**config.mk**
```make
export PLATFORM = sky130hd
export DESIGN_NAME = dmi_arbiter_flat
export DESIGN_NICKNAME = d
export VERILOG_FILES = /design/src/rtl/dmi_arbiter_if.sv /design/src/rtl/dmi_arbiter.sv /design/src/flat_wrapper.sv
export SDC_FILE = /design/constraint.sdc
export NUM_CORES = 1
export LEC_CHECK = 0
export BUFFER_PORTS_ARGS = -buffer_cell sky130_fd_sc_hd__buf_4
export CELL_PAD_IN_SITES_DETAIL_PLACEMENT = 2
export CELL_PAD_IN_SITES_GLOBAL_PLACEMENT = 2
export CORE_AREA = 2 2 169 171
export CTS_BUF_LIST = sky130_fd_sc_hd__clkbuf_2
export DETAILED_ROUTE_END_ITERATION = 6
export DIE_AREA = 0 0 171 173
export PLACE_DENSITY = 0.85
export SYNTH_ARGS = -nofsm -noshare
export SYNTH_HDL_FRONTEND = slang
export SYNTH_SLANG_ARGS = --single-unit
```
**constraint.sdc**
```tcl
create_clock -name clk -period 2 [get_ports clk]
set_input_delay 0.3 -clock clk [delete_from_list [all_inputs] [get_ports clk]]
set_output_delay 0.3 -clock clk [all_outputs]
set_load 0.01 [all_outputs]
```
**src/rtl/dmi_arbiter_if.sv**
```systemverilog
// DMI link bundle: one request channel plus one response channel, both valid/ready.
// master drives requests and consumes responses; slave is the opposite side.
// Signal names mirror the DMI bus fields (req_bits_addr/op/data, resp_bits_resp/data).
interface dmi_arbiter_if #(
    parameter int DATA_WIDTH = 64
);
    logic                  req_valid;
    logic                  req_ready;
    logic [6:0]            req_bits_addr;
    logic [1:0]            req_bits_op;
    logic [DATA_WIDTH-1:0] req_bits_data;
    logic                  resp_valid;
    logic                  resp_ready;
    logic [1:0]            resp_bits_resp;
    logic [DATA_WIDTH-1:0] resp_bits_data;

    modport master (
        output req_valid, req_bits_addr, req_bits_op, req_bits_data, resp_ready,
        input  req_ready, resp_valid, resp_bits_resp, resp_bits_data
    );

    modport slave (
        input  req_valid, req_bits_addr, req_bits_op, req_bits_data, resp_ready,
        output req_ready, resp_valid, resp_bits_resp, resp_bits_data
    );
endinterface

```
**src/rtl/dmi_arbiter.sv**
```systemverilog
// Two-requester DMI arbiter: round-robin grant, one transaction outstanding, response routed back.
// Latency: grant -> debug_req_valid next cycle; downstream response -> rN_resp_valid next cycle.
// Backpressure: requests/responses are held stable until the receiver's ready; no new grant until delivery.
//
// Ports:
//   clk, reset_n : single clock, asynchronous active-low reset
//   r0, r1       : requester links (slave side): request in, response out
//   debug        : downstream DMI link (master side): request out, response in
// Optional build macro DMI_ARB_TIMEOUT_EN: bounds WAIT to TIMEOUT_CYCLES and then
// returns resp=2'b10/data=0; debug_resp_ready is also raised in IDLE to drain late responses.
module dmi_arbiter #(
    parameter int DATA_WIDTH     = 64,
    parameter int TIMEOUT_CYCLES = 1024
) (
    input  logic           clk,
    input  logic           reset_n,
    dmi_arbiter_if.slave   r0,
    dmi_arbiter_if.slave   r1,
    dmi_arbiter_if.master  debug
);
    typedef enum logic [1:0] {
        ST_IDLE,
        ST_ISSUE,
        ST_WAIT,
        ST_DELIVER
    } state_t;

    state_t                r_state;
    state_t                w_state_nxt;
    logic                  r_last_gnt;   // requester granted most recently
    logic                  r_gnt;        // requester owning the current transaction
    logic [6:0]            r_addr;
    logic [1:0]            r_op;
    logic [DATA_WIDTH-1:0] r_wdata;
    logic [1:0]            r_resp;
    logic [DATA_WIDTH-1:0] r_rdata;

    logic                  w_any;
    logic                  w_pick;
    logic                  w_grant;
    logic                  w_resp_fire;
    logic                  w_timeout;

    assign w_any = r0.req_valid | r1.req_valid;
    // On contention the requester not granted last wins; otherwise the lone requester.
    assign w_pick = (r0.req_valid & r1.req_valid) ? ~r_last_gnt : ~r0.req_valid;
    // Gated by reset_n so no ready can leak out while reset is asserted.
    assign w_grant = reset_n & (r_state == ST_IDLE) & w_any;
    assign w_resp_fire = r_gnt ? r1.resp_ready : r0.resp_ready;

`ifdef DMI_ARB_TIMEOUT_EN
    localparam int CW = $clog2(TIMEOUT_CYCLES + 1);
    logic [CW-1:0] r_tmo_cnt;

    // A response arriving on the last allowed cycle still wins over the timeout.
    assign w_timeout = (r_state == ST_WAIT) & ~debug.resp_valid &
                       (r_tmo_cnt == CW'(TIMEOUT_CYCLES - 1));

    always_ff @(posedge clk or negedge reset_n) begin
        if (!reset_n) begin
            r_tmo_cnt <= '0;
        end else if ((r_state == ST_ISSUE) && debug.req_ready) begin
            r_tmo_cnt <= '0;
        end else if (r_state == ST_WAIT) begin
            r_tmo_cnt <= r_tmo_cnt + 1'b1;
        end
    end
`else
    assign w_timeout = 1'b0;
    // TIMEOUT_CYCLES is kept so both builds share one parameter list.
    if (TIMEOUT_CYCLES > 0) begin : g_no_timeout
    end
`endif

    always_ff @(posedge clk or negedge reset_n) begin
        if (!reset_n) begin
            r_state <= ST_IDLE;
        end else begin
            r_state <= w_state_nxt;
        end
    end

    always_comb begin
        w_state_nxt       = r_state;
        r0.req_ready      = 1'b0;
        r1.req_ready      = 1'b0;
        debug.req_valid   = 1'b0;
        debug.resp_ready  = 1'b0;
        r0.resp_valid     = 1'b0;
        r1.resp_valid     = 1'b0;
        case (r_state)
            ST_IDLE: begin
                r0.req_ready = w_grant & ~w_pick;
                r1.req_ready = w_grant & w_pick;
`ifdef DMI_ARB_TIMEOUT_EN
                // Swallow stale responses from a transaction that already timed out.
                debug.resp_ready = reset_n;
`endif
                if (w_grant) begin
                    w_state_nxt = ST_ISSUE;
                end
            end
            ST_ISSUE: begin
                debug.req_valid = 1'b1;
                if (debug.req_ready) begin
                    w_state_nxt = ST_WAIT;
                end
            end
            ST_WAIT: begin
                debug.resp_ready = 1'b1;
                if (debug.resp_valid || w_timeout) begin
                    w_state_nxt = ST_DELIVER;
                end
            end
            ST_DELIVER: begin
                r0.resp_valid = ~r_gnt;
                r1.resp_valid = r_gnt;
                if (w_resp_fire) begin
                    w_state_nxt = ST_IDLE;
                end
            end
            default: w_state_nxt = ST_IDLE;
        endcase
    end

    always_ff @(posedge clk or negedge reset_n) begin
        if (!reset_n) begin
            r_last_gnt <= 1'b1;
            r_gnt      <= 1'b0;
            r_addr     <= '0;
            r_op       <= '0;
            r_wdata    <= '0;
            r_resp     <= '0;
            r_rdata    <= '0;
        end else begin
            if (w_grant) begin
                r_gnt      <= w_pick;
                r_last_gnt <= w_pick;
                r_addr     <= w_pick ? r1.req_bits_addr : r0.req_bits_addr;
                r_op       <= w_pick ? r1.req_bits_op   : r0.req_bits_op;
                r_wdata    <= w_pick ? r1.req_bits_data : r0.req_bits_data;
            end
            if ((r_state == ST_WAIT) && debug.resp_valid) begin
                r_resp  <= debug.resp_bits_resp;
                r_rdata <= debug.resp_bits_data;
            end else if (w_timeout) begin
                r_resp  <= 2'b10;
                r_rdata <= '0;
            end
        end
    end

    assign debug.req_bits_addr = r_addr;
    assign debug.req_bits_op   = r_op;
    assign debug.req_bits_data = r_wdata;
    assign r0.resp_bits_resp   = r_resp;
    assign r0.resp_bits_data   = r_rdata;
    assign r1.resp_bits_resp   = r_resp;
    assign r1.resp_bits_data   = r_rdata;
endmodule

```
**src/flat_wrapper.sv**
```systemverilog
// flat-port wrapper written by rule: the top's interface ports become plain ports
module dmi_arbiter_flat 
#(
    parameter int DATA_WIDTH     = 64,
    parameter int TIMEOUT_CYCLES = 1024
)
  (clk, reset_n, r0_req_valid, r0_req_bits_addr, r0_req_bits_op, r0_req_bits_data, r0_resp_ready, r0_req_ready, r0_resp_valid, r0_resp_bits_resp, r0_resp_bits_data, r1_req_valid, r1_req_bits_addr, r1_req_bits_op, r1_req_bits_data, r1_resp_ready, r1_req_ready, r1_resp_valid, r1_resp_bits_resp, r1_resp_bits_data, debug_req_valid, debug_req_bits_addr, debug_req_bits_op, debug_req_bits_data, debug_resp_ready, debug_req_ready, debug_resp_valid, debug_resp_bits_resp, debug_resp_bits_data);
  dmi_arbiter_if #(.DATA_WIDTH(DATA_WIDTH)) r0_i ();
  dmi_arbiter_if #(.DATA_WIDTH(DATA_WIDTH)) r1_i ();
  dmi_arbiter_if #(.DATA_WIDTH(DATA_WIDTH)) debug_i ();
  input  logic clk;
  input  logic reset_n;
  input wire logic [$bits(r0_i.req_valid)-1:0] r0_req_valid;
  input wire logic [$bits(r0_i.req_bits_addr)-1:0] r0_req_bits_addr;
  input wire logic [$bits(r0_i.req_bits_op)-1:0] r0_req_bits_op;
  input wire logic [$bits(r0_i.req_bits_data)-1:0] r0_req_bits_data;
  input wire logic [$bits(r0_i.resp_ready)-1:0] r0_resp_ready;
  output wire logic [$bits(r0_i.req_ready)-1:0] r0_req_ready;
  output wire logic [$bits(r0_i.resp_valid)-1:0] r0_resp_valid;
  output wire logic [$bits(r0_i.resp_bits_resp)-1:0] r0_resp_bits_resp;
  output wire logic [$bits(r0_i.resp_bits_data)-1:0] r0_resp_bits_data;
  input wire logic [$bits(r1_i.req_valid)-1:0] r1_req_valid;
  input wire logic [$bits(r1_i.req_bits_addr)-1:0] r1_req_bits_addr;
  input wire logic [$bits(r1_i.req_bits_op)-1:0] r1_req_bits_op;
  input wire logic [$bits(r1_i.req_bits_data)-1:0] r1_req_bits_data;
  input wire logic [$bits(r1_i.resp_ready)-1:0] r1_resp_ready;
  output wire logic [$bits(r1_i.req_ready)-1:0] r1_req_ready;
  output wire logic [$bits(r1_i.resp_valid)-1:0] r1_resp_valid;
  output wire logic [$bits(r1_i.resp_bits_resp)-1:0] r1_resp_bits_resp;
  output wire logic [$bits(r1_i.resp_bits_data)-1:0] r1_resp_bits_data;
  output wire logic [$bits(debug_i.req_valid)-1:0] debug_req_valid;
  output wire logic [$bits(debug_i.req_bits_addr)-1:0] debug_req_bits_addr;
  output wire logic [$bits(debug_i.req_bits_op)-1:0] debug_req_bits_op;
  output wire logic [$bits(debug_i.req_bits_data)-1:0] debug_req_bits_data;
  output wire logic [$bits(debug_i.resp_ready)-1:0] debug_resp_ready;
  input wire logic [$bits(debug_i.req_ready)-1:0] debug_req_ready;
  input wire logic [$bits(debug_i.resp_valid)-1:0] debug_resp_valid;
  input wire logic [$bits(debug_i.resp_bits_resp)-1:0] debug_resp_bits_resp;
  input wire logic [$bits(debug_i.resp_bits_data)-1:0] debug_resp_bits_data;
  assign r0_i.req_valid = r0_req_valid;
  assign r0_i.req_bits_addr = r0_req_bits_addr;
  assign r0_i.req_bits_op = r0_req_bits_op;
  assign r0_i.req_bits_data = r0_req_bits_data;
  assign r0_i.resp_ready = r0_resp_ready;
  assign r0_req_ready = r0_i.req_ready;
  assign r0_resp_valid = r0_i.resp_valid;
  assign r0_resp_bits_resp = r0_i.resp_bits_resp;
  assign r0_resp_bits_data = r0_i.resp_bits_data;
  assign r1_i.req_valid = r1_req_valid;
  assign r1_i.req_bits_addr = r1_req_bits_addr;
  assign r1_i.req_bits_op = r1_req_bits_op;
  assign r1_i.req_bits_data = r1_req_bits_data;
  assign r1_i.resp_ready = r1_resp_ready;
  assign r1_req_ready = r1_i.req_ready;
  assign r1_resp_valid = r1_i.resp_valid;
  assign r1_resp_bits_resp = r1_i.resp_bits_resp;
  assign r1_resp_bits_data = r1_i.resp_bits_data;
  assign debug_req_valid = debug_i.req_valid;
  assign debug_req_bits_addr = debug_i.req_bits_addr;
  assign debug_req_bits_op = debug_i.req_bits_op;
  assign debug_req_bits_data = debug_i.req_bits_data;
  assign debug_resp_ready = debug_i.resp_ready;
  assign debug_i.req_ready = debug_req_ready;
  assign debug_i.resp_valid = debug_resp_valid;
  assign debug_i.resp_bits_resp = debug_resp_bits_resp;
  assign debug_i.resp_bits_data = debug_resp_bits_data;
  dmi_arbiter #(.DATA_WIDTH(DATA_WIDTH), .TIMEOUT_CYCLES(TIMEOUT_CYCLES)) u_core (.clk(clk), .reset_n(reset_n), .r0(r0_i), .r1(r1_i), .debug(debug_i));
endmodule
```
Word level (Yosys, flattened, before mapping):

Index checks and enable logic that the tools add are counted.

* $add $sub $neg: 0
* multipliers: 0
* divide/modulo/power cells: 0
* magnitude comparators: 0
* eq/ne operators: 7
* shift operators: 0
* muxes and demuxes: 16
* bitwise operators: 10
* reductions and logical operators: 3

Operators by type and width (count)
* 64-bit 2-to-1 mux: 1
* 2-bit 2-to-1 mux: 5
* 1-bit 2-to-1 mux: 8
* 2-bit one-hot mux with 4 select lines: 1
* 7-bit 2-to-1 mux: 1
* 1-bit bitwise AND: 5
* 2-bit == test, second input constant: 2
* 2-bit by 1-bit != test with 1-bit output, second input constant: 2
* 2-bit != test, second input constant: 2
* 1-bit NOT: 4
* 4-bit AND reduction: 1
* 2-bit by 1-bit == test with 1-bit output, second input constant: 1
* 2-bit logical NOT: 1
* 1-bit logical AND: 1
* 1-bit OR: 1

* flip-flop bits (word level): 143
* latch bits: 0
* memory bits (writable): 0
* memory bits (read-only): 0
* bits of input ports: 220
* output and inout bits: 211
* logic and storage cells: 44
* memories: 0

Logic depth before layout (Yosys ltp):

* word-level depth: 5
* mapped depth: 8
* mapped depth without buffers: 6

Worst setup path after synthesis:

No wires, ideal clock.

* kind: reg2reg
* start point: reg u_core.r_state[0]
* end point: reg u_core.r_rdata[0], in the netlist u_core.r0.resp_bits_data[0]
* data arrival time: 1.543 ns
* path slack: 0.333 ns
* cell stages (with the launch flop): 7
* cells stage by stage: dfrtp_1 -> inv_1 -> ha_1 -> nand2_1 -> buf_2 -> buf_2 -> mux2_2

* word-level cells in the longest chain between the ends: 2

RTL lines
* from (decl): line dmi_arbiter.sv:28 `state_t r_state;`
* from (signal assigned): line dmi_arbiter.sv:79 `r_state <= w_state_nxt;`
* 2-bit == test: line dmi_arbiter.sv:143 `if ((r_state == ST_WAIT) && debug.resp_valid) begin`
* 1-bit logical AND: line dmi_arbiter.sv:143
* to (signal assigned): line dmi_arbiter.sv:145 `r_rdata <= debug.resp_bits_data;`
* to (decl): line dmi_arbiter.sv:36 `logic [DATA_WIDTH-1:0] r_rdata;`

No other way between the ends.
A chain may end at the register's enable or synchronous reset.

Final worst setup path:

* start point: reg u_core.r_state[0]
* end point: out r1_req_ready

* word-level cells in the longest chain between the ends: 5

RTL lines
* 2-bit logical NOT (*): line dmi_arbiter.sv:48, dmi_arbiter.sv:91
* 1-bit bitwise AND (2 in a row): line dmi_arbiter.sv:48 `assign w_grant = reset_n & (r_state == ST_IDLE) & w_any;`
* 1-bit bitwise AND: line dmi_arbiter.sv:94 `r1.req_ready = w_grant & w_pick;`
* 1-bit 2-to-1 mux (*): line dmi_arbiter.sv:91 `case (r_state)`
* to (decl): line flat_wrapper.sv:27 `output wire logic [$bits(r1_i.req_ready)-1:0] r1_req_ready;`

Every way passes the cells marked *; elsewhere a longest branch is shown, timed or not.

==> impl_metrics.tcl <==
set metrics [dict create \
    synth_edf_count 0 \
    cts_tree "done" \
    p_leak_nw 6.415 \
    synth_cell_types 21 \
    numCtsBuffers 17 \
    firstDrtPassIters 6 \
    cts_sinks 143 \
    design_area_um2 12410 \
    netlist.top_cell.by_area "dfrtp_1" \
    layoutNonFillerInstCount 1492 \
    avgSynthCellArea_um2 12.93 \
    port_buffers 430 \
    slew_violations 0 \
    nets 1319 \
    rows 61 \
    grt_max_degree 94 \
    async_reset_ff_share_pct 100.0 \
    maxCapViolations 0 \
    worst_pin_slew_ps 718.0 \
    clock_skew_ps 61.96 \
    yosysMostFrequentCell "dfrtp_1" \
    die_area_um2 29580 \
    clkTransAtPathRegs_ps 280 \
    violations "negative setup slack" \
    synth_top_area_share_pct 57.23 \
    chipWidth_um 171 \
    drtIter0Drc 579 \
    area_delta_synth_final_pct 99.88 \
    grt_overflow_total 0 \
    fillers 2833 \
    vias 6901 \
    wl_per_cell_um 26.13 \
    reg2reg_slack_ps -160 \
    synth_seq_area_share_pct 57.66 \
    cp-endpoint "r1_req_ready" \
    hold_class "input pin to flop" \
    syn_area_um2 6208 \
    cts_buffer_depth 2 \
    root_buffer "clkbuf_2" \
    crit_chain "inv_2, ha_4, nand3_4, a21oi_4, buf_12, buf_6" \
    synthTopCellsByCount "142 x dfrtp_1, 80 x inv_1, 74 x a222oi_1" \
    yosysWarnings 0 \
    ant_nets 0 \
    grt_pass1_wl_um 52500 \
    setup_viol 72 \
    finalWirelength_um 38990 \
    vias_per_cell 4.625 \
    start_util_pct 22.47 \
    postSynthCellCount 480 \
    num_io_pins 431 \
    grt_pass1_vias 7955 \
    antenna_found_initial 7 \
    clk_latency_ps 720 \
    min_period_ps 2272 \
    syn_nets 705 \
    reg2reg_to "u_core.debug.req_bits_data[43]" \
    timing.final.crit_share_pct 113.6 \
    die_h_um 173 \
    crit_arrival_ps 1970 \
    vdd_drop_max_mv 0.4550 \
    synth_area_leaders "dfrtp_1 57%, mux2_2 12%, a222oi_1 12%, buf_4 8.0%, inv_1 4.8%" \
    startpoint "u_core.r_state[0]" \
    slew_headroom_pct 52.14 \
    finalHoldViolCount 0 \
    utilization_pct 44.91 \
    power_density_nw_per_um2 1328 \
    synth_flop_cell "dfrtp_1" \
    critPathKind "flop to output pin" \
    slowest_stage "dfrtp_1" \
    dp.cells 1202 \
    worst_setup_path_end_kind "output pin" \
    slowest_delay_ps 480 \
    hold_path_depth 4 \
    hpwl_um 19600 \
    rsz0062_at_grt "true" \
    gp_congestion 0.7338 \
    place_area_um2 9390 \
    core_um2 27630 \
    timing.fmax_mhz 440.1 \
    htree_levels 4 \
    critPathMaxFanout 3 \
    drc 0 \
    layout-drive-gt1-share_pct 53.03 \
    reg2regPathDepth 10 \
    ys_ff_latch 143 \
    status "finished, violations left" \
    r2r-start "u_core.r_state[0]" \
    required_ps 1700 \
    start_kind "flop" \
    layout_setup_ws_ps -272.2 \
    grt_usage_pct 24.22 \
]
[sequential cells by signal (all words and copies together) (netlist names)]
signal                      flops
u_core.debug.req_bits_op        2
u_core.r0.resp_bits_resp        2
u_core.r_last_gnt               1
u_core.r0.resp_bits_data       64
u_core.debug.req_bits_addr      7
u_core.debug.req_bits_data     64
u_core.r_state                  2
u_core.r_gnt                    1
[final cells by class]
| class | instances | area [µm²] | area share (%) |
|---|---|---|---|
| Antenna cell | 7 | 17.52 | 0.1412 |
| Clock buffer | 18 | 90.09 | 0.7260 |
| Clock inverter | 14 | 131.4 | 1.059 |
| Inverter | 80 | 300.3 | 2.420 |
| Multi-Input combinational cell | 160 | 1735 | 13.98 |
| Sequential cell | 143 | 3580 | 28.85 |
| Tap cell | 378 | 473.0 | 3.811 |
| Timing Repair Buffer | 692 | 6082 | 49.01 |
[how the worst min path moves through the flow]
stage	start	end	slack [ps]
6_report	debug_resp_valid	u_core.r0.resp_bits_data[57]	240
5_1_grt	debug_resp_valid	u_core.r0.resp_bits_data[52]	120
4_1_cts	debug_resp_valid	u_core.r_state[0]	0.5
3_5_place_dp	reset_n	u_core.r_gnt	430
3_3_place_gp	reset_n	u_core.r_gnt	410
2_1_floorplan	reset_n	u_core.debug.req_bits_addr[0]	4
[cell usage in the layout, fill, tap and decap left out, types with 3 or more instances in the layout]
| cell | n |
|---|---|
| mux2_2 | 67 |
| ha_4 | 4 |
| a222oi_1 | 74 |
| inv_6 | 5 |
| dlygate4sd3_1 | 215 |
| buf_6 | 13 |
| buf_4 | 445 |
| dfrtp_1 | 142 |
| clkinvlp_4 | 3 |
| inv_1 | 78 |
| clkinv_4 | 3 |
| diode_2 | 7 |
| clkbuf_2 | 18 |
| buf_12 | 8 |
| clkbuf_16 | 7 |
[through the flow]
step                      power (W)  setup TNS (ps)  worst slack, ps  hold WS, ps
after global placement      0.01250               0            180.4        409.4
after floorplan            0.009182               0            332.6        4.409
after detailed placement    0.01300               0            107.3        425.9
after global routing        0.01732          -11430           -451.7        115.3
after CTS                   0.01545           -1026           -267.3       0.5274
final                       0.01648           -4049           -272.2        243.2
[worst max-delay path: cells and delay by family (launching register included)]
kind	cells	cell delay, ps
flip-flops	1	480
AND/OR/NAND/NOR	1	80
adder cells (fa/ha/maj)	1	170
AO/OA/AOI/OAI	1	170
buffers and inverters	3	350
[routing by layer]
metal | up-vias | share of wire (%) | global-route usage (%)
li1 | 2911 | - | -
met5 | - | 0 | 0
met2 | 411 | 56 | 47.93
met4 | 0 | 3.9 | 9.816
met3 | 85 | 6.3 | 5.585
met1 | 3494 | 33 | 23.58
[repair_timing]
| action | in CTS | in global routing |
|---|---|---|
| setup buffers | 11 | 14 |
| endpoints found under the hold margin | 283 | 0 |
| hold buffers | 215 | 0 |
| endpoints found under the setup margin | 6 | 50 |
| resized for setup | 21 | 21 |
| gates cloned | 3 | 8 |
| pin swaps | 3 | 12 |
[cell families after synthesis]
kind of cell	share of synthesized area [%]
fa+ha+maj	1.008
buf+inv	15.84
mux	12.31
simple gates	0.4231
flops	57.66
compound gates	12.76
[report_power, final]
group	internal, W	leakage, nW	total (W)	switching, W
combinational	0.00490	4.54	0.00911	0.00422
clock	0.000473	0.130	0.00175	0.00128
sequential	0.00427	1.75	0.00562	0.00135
total	0.00963	6.41	0.0165	0.00685
Note: power is estimated with default switching activity, not from simulation.
